<file path="config.mk">
export PLATFORM = sky130hd
export DESIGN_NAME = mvm_issue_ctrl
export DESIGN_NICKNAME = d
export VERILOG_FILES = /design/src/rtl/mvm_issue_ctrl.sv
export SDC_FILE = /design/constraint.sdc
export NUM_CORES = 1
export LEC_CHECK = 0
export CAP_MARGIN = 20
export CORE_ASPECT_RATIO = 0.5
export CORE_MARGIN = 10
export CORE_UTILIZATION = 42
export CTS_BUF_LIST = sky130_fd_sc_hd__clkbuf_2
export DETAILED_ROUTE_END_ITERATION = 7
export GPL_TIMING_DRIVEN = 0
export PLACE_DENSITY = 0.82
export SLEW_MARGIN = 20
export SYNTH_ARGS = -nofsm -noshare
export SYNTH_HDL_FRONTEND = slang
export SYNTH_SLANG_ARGS = --single-unit
</file>
<file path="constraint.sdc">
create_clock -name clk -period 3.03 [get_ports clk]
set_clock_uncertainty 0.2 [all_clocks]
set_input_delay 0.303 -clock clk [delete_from_list [all_inputs] [get_ports clk]]
set_output_delay 0.303 -clock clk [all_outputs]
set_load 0.01 [all_outputs]
</file>
<file path="src/rtl/mvm_issue_ctrl.sv">
// mvm_issue_ctrl: sequences a matrix-vector multiply over 8-element chunks.
// It walks (row, chunk) addresses row-major, pairs the returned matrix and
// vector chunks into dot-engine requests, and folds the in-order dot results
// into one signed sum per row.
module mvm_issue_ctrl #(
  parameter int IWIDTH  = 8,
  parameter int OWIDTH  = 32,
  parameter int ROW_W   = 3,
  parameter int CHUNK_W = 2,
  parameter int MEM_LAT = 1
) (
  input  logic                       clk,
  input  logic                       rst,
  input  logic                       start,
  input  logic [ROW_W:0]             num_rows,
  input  logic [CHUNK_W:0]           num_chunks,
  output logic                       busy,
  output logic                       done,
  output logic [CHUNK_W-1:0]         vmem_raddr,
  output logic [ROW_W+CHUNK_W-1:0]   mmem_raddr,
  input  logic [8*IWIDTH-1:0]        vmem_rdata,
  input  logic [8*IWIDTH-1:0]        mmem_rdata,
  output logic [8*IWIDTH-1:0]        dot_vec0,
  output logic [8*IWIDTH-1:0]        dot_vec1,
  output logic                       dot_ivalid,
  input  logic [OWIDTH-1:0]          dot_result,
  input  logic                       dot_ovalid,
  output logic [OWIDTH-1:0]          out_data,
  output logic [ROW_W-1:0]           out_row,
  output logic                       out_valid
);

  typedef enum logic [1:0] {
    S_IDLE  = 2'd0,
    S_ISSUE = 2'd1,
    S_DRAIN = 2'd2,
    S_DONE  = 2'd3
  } state_t;

  localparam int unsigned MAX_ROWS_I   = 1 << ROW_W;
  localparam int unsigned MAX_CHUNKS_I = 1 << CHUNK_W;
  localparam logic [ROW_W:0]   MAX_ROWS   = MAX_ROWS_I[ROW_W:0];
  localparam logic [CHUNK_W:0] MAX_CHUNKS = MAX_CHUNKS_I[CHUNK_W:0];
  localparam logic [ROW_W:0]   ONE_R      = {{ROW_W{1'b0}}, 1'b1};
  localparam logic [CHUNK_W:0] ONE_C      = {{CHUNK_W{1'b0}}, 1'b1};

  state_t                      state_q, state_d;
  logic [ROW_W:0]              rows_q, rows_d;
  logic [CHUNK_W:0]            chunks_q, chunks_d;
  logic [ROW_W-1:0]            iss_row_q, iss_row_d;
  logic [CHUNK_W-1:0]          iss_chk_q, iss_chk_d;
  logic [ROW_W-1:0]            res_row_q, res_row_d;
  logic [CHUNK_W-1:0]          res_chk_q, res_chk_d;
  logic [OWIDTH-1:0]           acc_q, acc_d;
  logic                        busy_q, busy_d;
  logic                        done_q, done_d;
  logic                        out_valid_q, out_valid_d;
  logic [OWIDTH-1:0]           out_data_q, out_data_d;
  logic [ROW_W-1:0]            out_row_q, out_row_d;
  logic [CHUNK_W-1:0]          vaddr_q, vaddr_d;
  logic [ROW_W+CHUNK_W-1:0]    maddr_q, maddr_d;
  // bit 0 marks the address cycle, bit MEM_LAT the cycle the read data lands
  logic [MEM_LAT:0]            rd_pipe_q, rd_pipe_d;

  logic [ROW_W:0]              rows_sat_s;
  logic [CHUNK_W:0]            chunks_sat_s;
  logic                        start_ok_s;
  logic                        issue_s;
  logic                        iss_chk_last_s;
  logic                        iss_last_s;
  logic                        res_take_s;
  logic                        res_chk_last_s;
  logic                        res_row_last_s;
  logic                        final_s;

  // Job acceptance, saturation and last-element detection shared by both comb blocks.
  always_comb begin
    rows_sat_s     = (num_rows > MAX_ROWS) ? MAX_ROWS : num_rows;
    chunks_sat_s   = (num_chunks > MAX_CHUNKS) ? MAX_CHUNKS : num_chunks;
    // busy_q still high in the cycle after DONE, so a start there is ignored
    start_ok_s     = (state_q == S_IDLE) && start && !busy_q;
    issue_s        = (state_q == S_ISSUE);
    iss_chk_last_s = ({1'b0, iss_chk_q} == (chunks_q - ONE_C));
    iss_last_s     = iss_chk_last_s && ({1'b0, iss_row_q} == (rows_q - ONE_R));
    // results that show up with no job running are dropped
    res_take_s     = dot_ovalid && (state_q != S_IDLE);
    res_chk_last_s = ({1'b0, res_chk_q} == (chunks_q - ONE_C));
    res_row_last_s = ({1'b0, res_row_q} == (rows_q - ONE_R));
    final_s        = res_take_s && res_chk_last_s && res_row_last_s;
  end

  // State and datapath registers with asynchronous active-low reset.
  always_ff @(posedge clk or negedge rst) begin
    if (!rst) begin
      state_q     <= S_IDLE;
      rows_q      <= {(ROW_W+1){1'b0}};
      chunks_q    <= {(CHUNK_W+1){1'b0}};
      iss_row_q   <= {ROW_W{1'b0}};
      iss_chk_q   <= {CHUNK_W{1'b0}};
      res_row_q   <= {ROW_W{1'b0}};
      res_chk_q   <= {CHUNK_W{1'b0}};
      acc_q       <= {OWIDTH{1'b0}};
      busy_q      <= 1'b0;
      done_q      <= 1'b0;
      out_valid_q <= 1'b0;
      out_data_q  <= {OWIDTH{1'b0}};
      out_row_q   <= {ROW_W{1'b0}};
      vaddr_q     <= {CHUNK_W{1'b0}};
      maddr_q     <= {(ROW_W+CHUNK_W){1'b0}};
      rd_pipe_q   <= {(MEM_LAT+1){1'b0}};
    end else begin
      state_q     <= state_d;
      rows_q      <= rows_d;
      chunks_q    <= chunks_d;
      iss_row_q   <= iss_row_d;
      iss_chk_q   <= iss_chk_d;
      res_row_q   <= res_row_d;
      res_chk_q   <= res_chk_d;
      acc_q       <= acc_d;
      busy_q      <= busy_d;
      done_q      <= done_d;
      out_valid_q <= out_valid_d;
      out_data_q  <= out_data_d;
      out_row_q   <= out_row_d;
      vaddr_q     <= vaddr_d;
      maddr_q     <= maddr_d;
      rd_pipe_q   <= rd_pipe_d;
    end
  end

  // Next-state logic for the IDLE/ISSUE/DRAIN/DONE controller.
  always_comb begin
    state_d = state_q;
    case (state_q)
      S_IDLE: begin
        if (start_ok_s) begin
          if ((rows_sat_s == {(ROW_W+1){1'b0}}) || (chunks_sat_s == {(CHUNK_W+1){1'b0}})) begin
            state_d = S_DONE;
          end else begin
            state_d = S_ISSUE;
          end
        end else begin
          state_d = S_IDLE;
        end
      end
      S_ISSUE: begin
        if (iss_last_s) begin
          state_d = S_DRAIN;
        end else begin
          state_d = S_ISSUE;
        end
      end
      S_DRAIN: begin
        if (final_s) begin
          state_d = S_DONE;
        end else begin
          state_d = S_DRAIN;
        end
      end
      S_DONE:  state_d = S_IDLE;
      default: state_d = S_IDLE;
    endcase
  end

  // Output and datapath next values: address walk, read pipeline, accumulation.
  always_comb begin
    rows_d      = rows_q;
    chunks_d    = chunks_q;
    iss_row_d   = iss_row_q;
    iss_chk_d   = iss_chk_q;
    res_row_d   = res_row_q;
    res_chk_d   = res_chk_q;
    acc_d       = acc_q;
    out_valid_d = 1'b0;
    out_data_d  = out_data_q;
    out_row_d   = out_row_q;
    vaddr_d     = vaddr_q;
    maddr_d     = maddr_q;
    rd_pipe_d   = {rd_pipe_q[MEM_LAT-1:0], issue_s};
    // done follows the single DONE-state cycle; busy is held through it
    done_d      = (state_q == S_DONE);
    busy_d      = (state_d != S_IDLE) || (state_q == S_DONE);

    if (start_ok_s) begin
      rows_d    = rows_sat_s;
      chunks_d  = chunks_sat_s;
      iss_row_d = {ROW_W{1'b0}};
      iss_chk_d = {CHUNK_W{1'b0}};
      res_row_d = {ROW_W{1'b0}};
      res_chk_d = {CHUNK_W{1'b0}};
      acc_d     = {OWIDTH{1'b0}};
    end else if (issue_s) begin
      vaddr_d = iss_chk_q;
      maddr_d = {iss_row_q, iss_chk_q};
      if (iss_chk_last_s) begin
        iss_chk_d = {CHUNK_W{1'b0}};
        iss_row_d = iss_row_q + {{(ROW_W-1){1'b0}}, 1'b1};
      end else begin
        iss_chk_d = iss_chk_q + {{(CHUNK_W-1){1'b0}}, 1'b1};
        iss_row_d = iss_row_q;
      end
    end else begin
      vaddr_d = vaddr_q;
      maddr_d = maddr_q;
    end

    if (res_take_s) begin
      if (res_chk_q == {CHUNK_W{1'b0}}) begin
        acc_d = dot_result;
      end else begin
        acc_d = acc_q + dot_result;
      end
      if (res_chk_last_s) begin
        out_valid_d = 1'b1;
        out_data_d  = acc_d;
        out_row_d   = res_row_q;
        res_chk_d   = {CHUNK_W{1'b0}};
        res_row_d   = res_row_q + {{(ROW_W-1){1'b0}}, 1'b1};
      end else begin
        out_valid_d = 1'b0;
        res_chk_d   = res_chk_q + {{(CHUNK_W-1){1'b0}}, 1'b1};
      end
    end else begin
      out_valid_d = 1'b0;
    end
  end

  assign busy       = busy_q;
  assign done       = done_q;
  assign out_valid  = out_valid_q;
  assign out_data   = out_data_q;
  assign out_row    = out_row_q;
  assign vmem_raddr = vaddr_q;
  assign mmem_raddr = maddr_q;
  assign dot_ivalid = rd_pipe_q[MEM_LAT];
  // read data is only meaningful in the cycle it lands; zero elsewhere
  assign dot_vec0   = dot_ivalid ? mmem_rdata : {(8*IWIDTH){1'b0}};
  assign dot_vec1   = dot_ivalid ? vmem_rdata : {(8*IWIDTH){1'b0}};

endmodule

</file>
==> results.py <==
metrics = {
    "outcome": {
        "status": "finished with violations",
        "violations": "setup timing",
    },
    "detailed_routing": {
        "drt_iter0_markers": 639,
        "drc": 0,
        "vias": 7575,
        "viasPerCell": 5.33,
        "routed_wl_um": 31400,
        "avgRoutedWirePerCell_um": 22.1,
        "drt_first_pass_iters": 5,
        "detail-route-antenna-nets": 0,
    },
    "yosys": {
        "syn_avg_cell_area_um2": 8.27,
        "yosysMostFrequentCell": "and2_1",
        "synthArstFlopShare_pct": 100,
        "synth_top_area_share_pct": 35.0,
        "yosysSeqAreaShare_pct": 35.0,
        "yosysWarningCount": 0,
        "synthSimpleGateAreaFrac_pct": 28.6,
        "synthesis.area_mm2": 0.00686,
        "synth_common_cells": "132 x and2_1, 121 x nand2_1, 96 x dfrtp_1, 71 x o21ai_0, 42 x clkbuf_1",
        "ys.flop_type": "dfrtp_1",
        "synthXorXnorAreaFrac_pct": 4.47,
        "syn_nets": 1038,
        "synth_fa_ha_area_share_pct": 6.86,
        "synth_compound_area_share_pct": 18.8,
        "synth_area_leaders": "dfrtp_1 35%, and2_1 12%, nand2_1 6.6%",
        "muxShareOfSynthArea_pct": 2.24,
        "synth_top_family_by_area": "simple AND/OR/NAND/NOR gates",
        "ys_types": 66,
        "synth_top_area_cell": "dfrtp_1",
        "synth_edf_count": 0,
        "synthCells": 830,
        "yosys_register_bits": 96,
    },
    "clock_network": {
        "clock_latency_ns": 0.60,
        "cts_tree": "done",
        "cts_buffer_depth": 2,
        "cts_root_buf": "clkbuf_2",
        "htreeDepth": 3,
        "clkTransAtPathRegs_ns": 0.28,
        "numCtsBuffers": 9,
        "cts_sinks": 96,
    },
    "timing": {
        "fin_crit_sh_pct": 100,
        "hold_slack_ns": 0.0925,
        "final-max-slew-violation-count": 0,
        "fin_tns_setup_ns": -0.00138,
        "setup_ws_ns": -0.00138,
        "rsz0062_at_grt": "yes",
        "setup_violations": 1,
        "final.min_clock_period_ns": 3.03,
        "hold_viol": 0,
        "tightest_slew_ns": 1.00,
        "relSlewSlack_pct": 32.8,
        "max_freq_ghz": 0.330,
    },
    "pwr": {
        "powerDensity_mw_per_mm2": 893,
        "p_sw_share_pct": 47.0,
        "netSwitchingPower_mw": 4.63,
        "p_seq_share_pct": 22.5,
        "power.clock.fraction_pct": 5.8,
        "p_comb_share_pct": 71.7,
        "internal-power_mw": 5.22,
        "p_leak_nw": 4.62,
        "irDropWorstVdd_v": 0.000510,
    },
    "setup_path": {
        "worstSetupStartpointType": "flop",
        "critPathMaxFanout": 5,
        "startpoint": "acc_q[6]$_DFFE_PN0P_",
        "end_kind": "flop",
        "crit_type": "reg2reg",
        "rr_startpoint": "acc_q[6]$_DFFE_PN0P_",
        "crit_required_ns": 3.31,
        "critPathArrivalTime_ns": 3.31,
    },
    "layout": {
        "final_net_count": 1402,
        "final_layout_size_suffix_gt1_share_pct": 6.67,
        "area_growth_pct": 60.7,
        "utilization_pct": 70.2,
        "fin_cells": 1421,
    },
    "global_route": {
        "grt_first_pass_wirelength_um": 45400,
        "grt-ovfl-total": 0,
        "grt_pass1_vias": 7301,
        "grt_use_total_pct": 26.4,
        "antenna_found_initial": 1,
        "grt_max_degree": 74,
    },
    "floorplanning": {
        "die_x_um": 201,
        "start_util_pct": 43.7,
        "ios": 345,
        "core_mm2": 0.0157,
        "die_y_um": 110,
        "rows": 32,
        "die_area_mm2": 0.0222,
    },
    "placement": {
        "portBuffers": 344,
        "placed_cells": 1396,
        "gp_congestion": 0.901,
        "dpl.hpwl_um": 26200,
    },
    "min_path": {
        "min-delay-start": "num_chunks[2]",
        "hold_path_class": "in2reg",
    },
    "run": {
        "max-cap-violations": 0,
    },
}
==> power groups by stage <==
stage | registers [mW] | logic, mW | clock network [mW]
after detailed placement | 2.22 | 6.69 | 0
final | 2.22 | 7.06 | 0.566
after CTS | 2.19 | 6.74 | 0.584
after global routing | 2.29 | 7.63 | 0.620
after floorplan | 2.26 | 3.72 | 0
after global placement | 2.19 | 6.54 | 0
==> metrics by stage <==
step	instance area (um2)	worst slack (ns)	total power [mW]
after global placement	10600	-2.20	8.73
after detailed placement	10600	-0.460	8.91
after floorplan	6860	0.393	5.97
after CTS	10800	-0.0416	9.51
final	11000	-0.00138	9.85
after global routing	11000	-0.140	10.5
==> layout make-up <==
| class | count | area, um2 |
|---|---|---|
| inverters | 14 | 52.6 |
| clock buffers | 11 | 55.1 |
| repair buffers | 353 | 3540 |
| multi-input cells | 666 | 4440 |
| clock inverters | 5 | 32.5 |
| diodes | 1 | 2.50 |
| plain buffers | 54 | 228 |
| flip-flops and latches | 96 | 2400 |
| fillers | 1266 | 4670 |
| well taps | 221 | 277 |
==> critical path, stage by stage, from the launching register on <==
cell and delay, ns:
dfrtp_1 0.45, ha_1 0.35, and3_1 0.22, and4_1 0.20, a32oi_2 0.32, nand3_2 0.15, a22o_4 0.27, a311oi_4 0.39
mux2i_1 0.25, o211ai_1 0.11
==> cells by family (layout without fill, tap and decap cells) <==
logic type	count (synthesis)	in the layout
AND/OR/NAND/NOR	374	374
multiplexers	15	15
buffers and inverters	68	437
AO/OA/AOI/OAI	205	205
flip-flops	96	96
XOR/XNOR	35	35
adder cells (fa/ha/maj)	37	37
other	0	1
==> final timing paths <==
kind	depth (start not counted)	endpoint	slack, ns
worst max-delay path	9	out_data[29]$_DFFE_PN0N_	-0.001
worst min-delay path	3	chunks_q[2]$_DFFE_PN0P_	0.09
worst max register to register	9	out_data[29]$_DFFE_PN0N_	-0.001
worst min register to register	0	rd_pipe_q[1]$_DFF_PN0_	0.16
max in group asynchronous	4	acc_q[17]$_DFFE_PN0P_	0.69
min in group asynchronous	4	acc_q[7]$_DFFE_PN0P_	0.55
==> metal layers <==
layer  wire length [um]  up-vias  part of all wire, %  GRT usage [%]
met5                  0        -                    0              0
met4                278        0                 0.89           4.03
met3               1820       28                  5.8           4.60
met2              16000      251                   51           48.5
met1              13300     3679                   42           32.9
li1                   -     3617                    -              -
==> sequential cells by signal (all words and copies together) (netlist names), 3 cells and up <==
register    count
iss_row_q       3
rows_q          4
out_row         3
out_data       32
acc_q          32
mmem_raddr      4
res_row_q       3
chunks_q        3
==> cells in the final DEF (no fill, tap or decap), drive strengths merged, types with 4 or more instances in the layout <==
cell type	n
nand4	11
and4	4
and3	12
xnor2	21
o211ai	11
a21o	14
a21oi	36
buf	18
clkdlybuf4s50	343
o21bai	4
nor2	29
and2	132
nand3	27
a31oi	6
o31ai	7
o21a	7
xor2	14
nor4b	4
nand2	121
o21ai	93
a22o	4
a211oi	5
ha	36
mux2i	12
clkbuf	54
nor3	15
dfrtp	96
inv	14
nand3b	5
==> repair_timing <==
item / CTS / global route
endpoints found under the setup margin: 14 / 22
setup buffers: 0 / 5
endpoints found under the hold margin: 96 / 0
hold buffers: 3 / 0
resized for setup: 4 / 41
cloned: 0 / 0
pin swaps: 0 / 13
No activity file was read; power rests on OpenSTA's default activity.
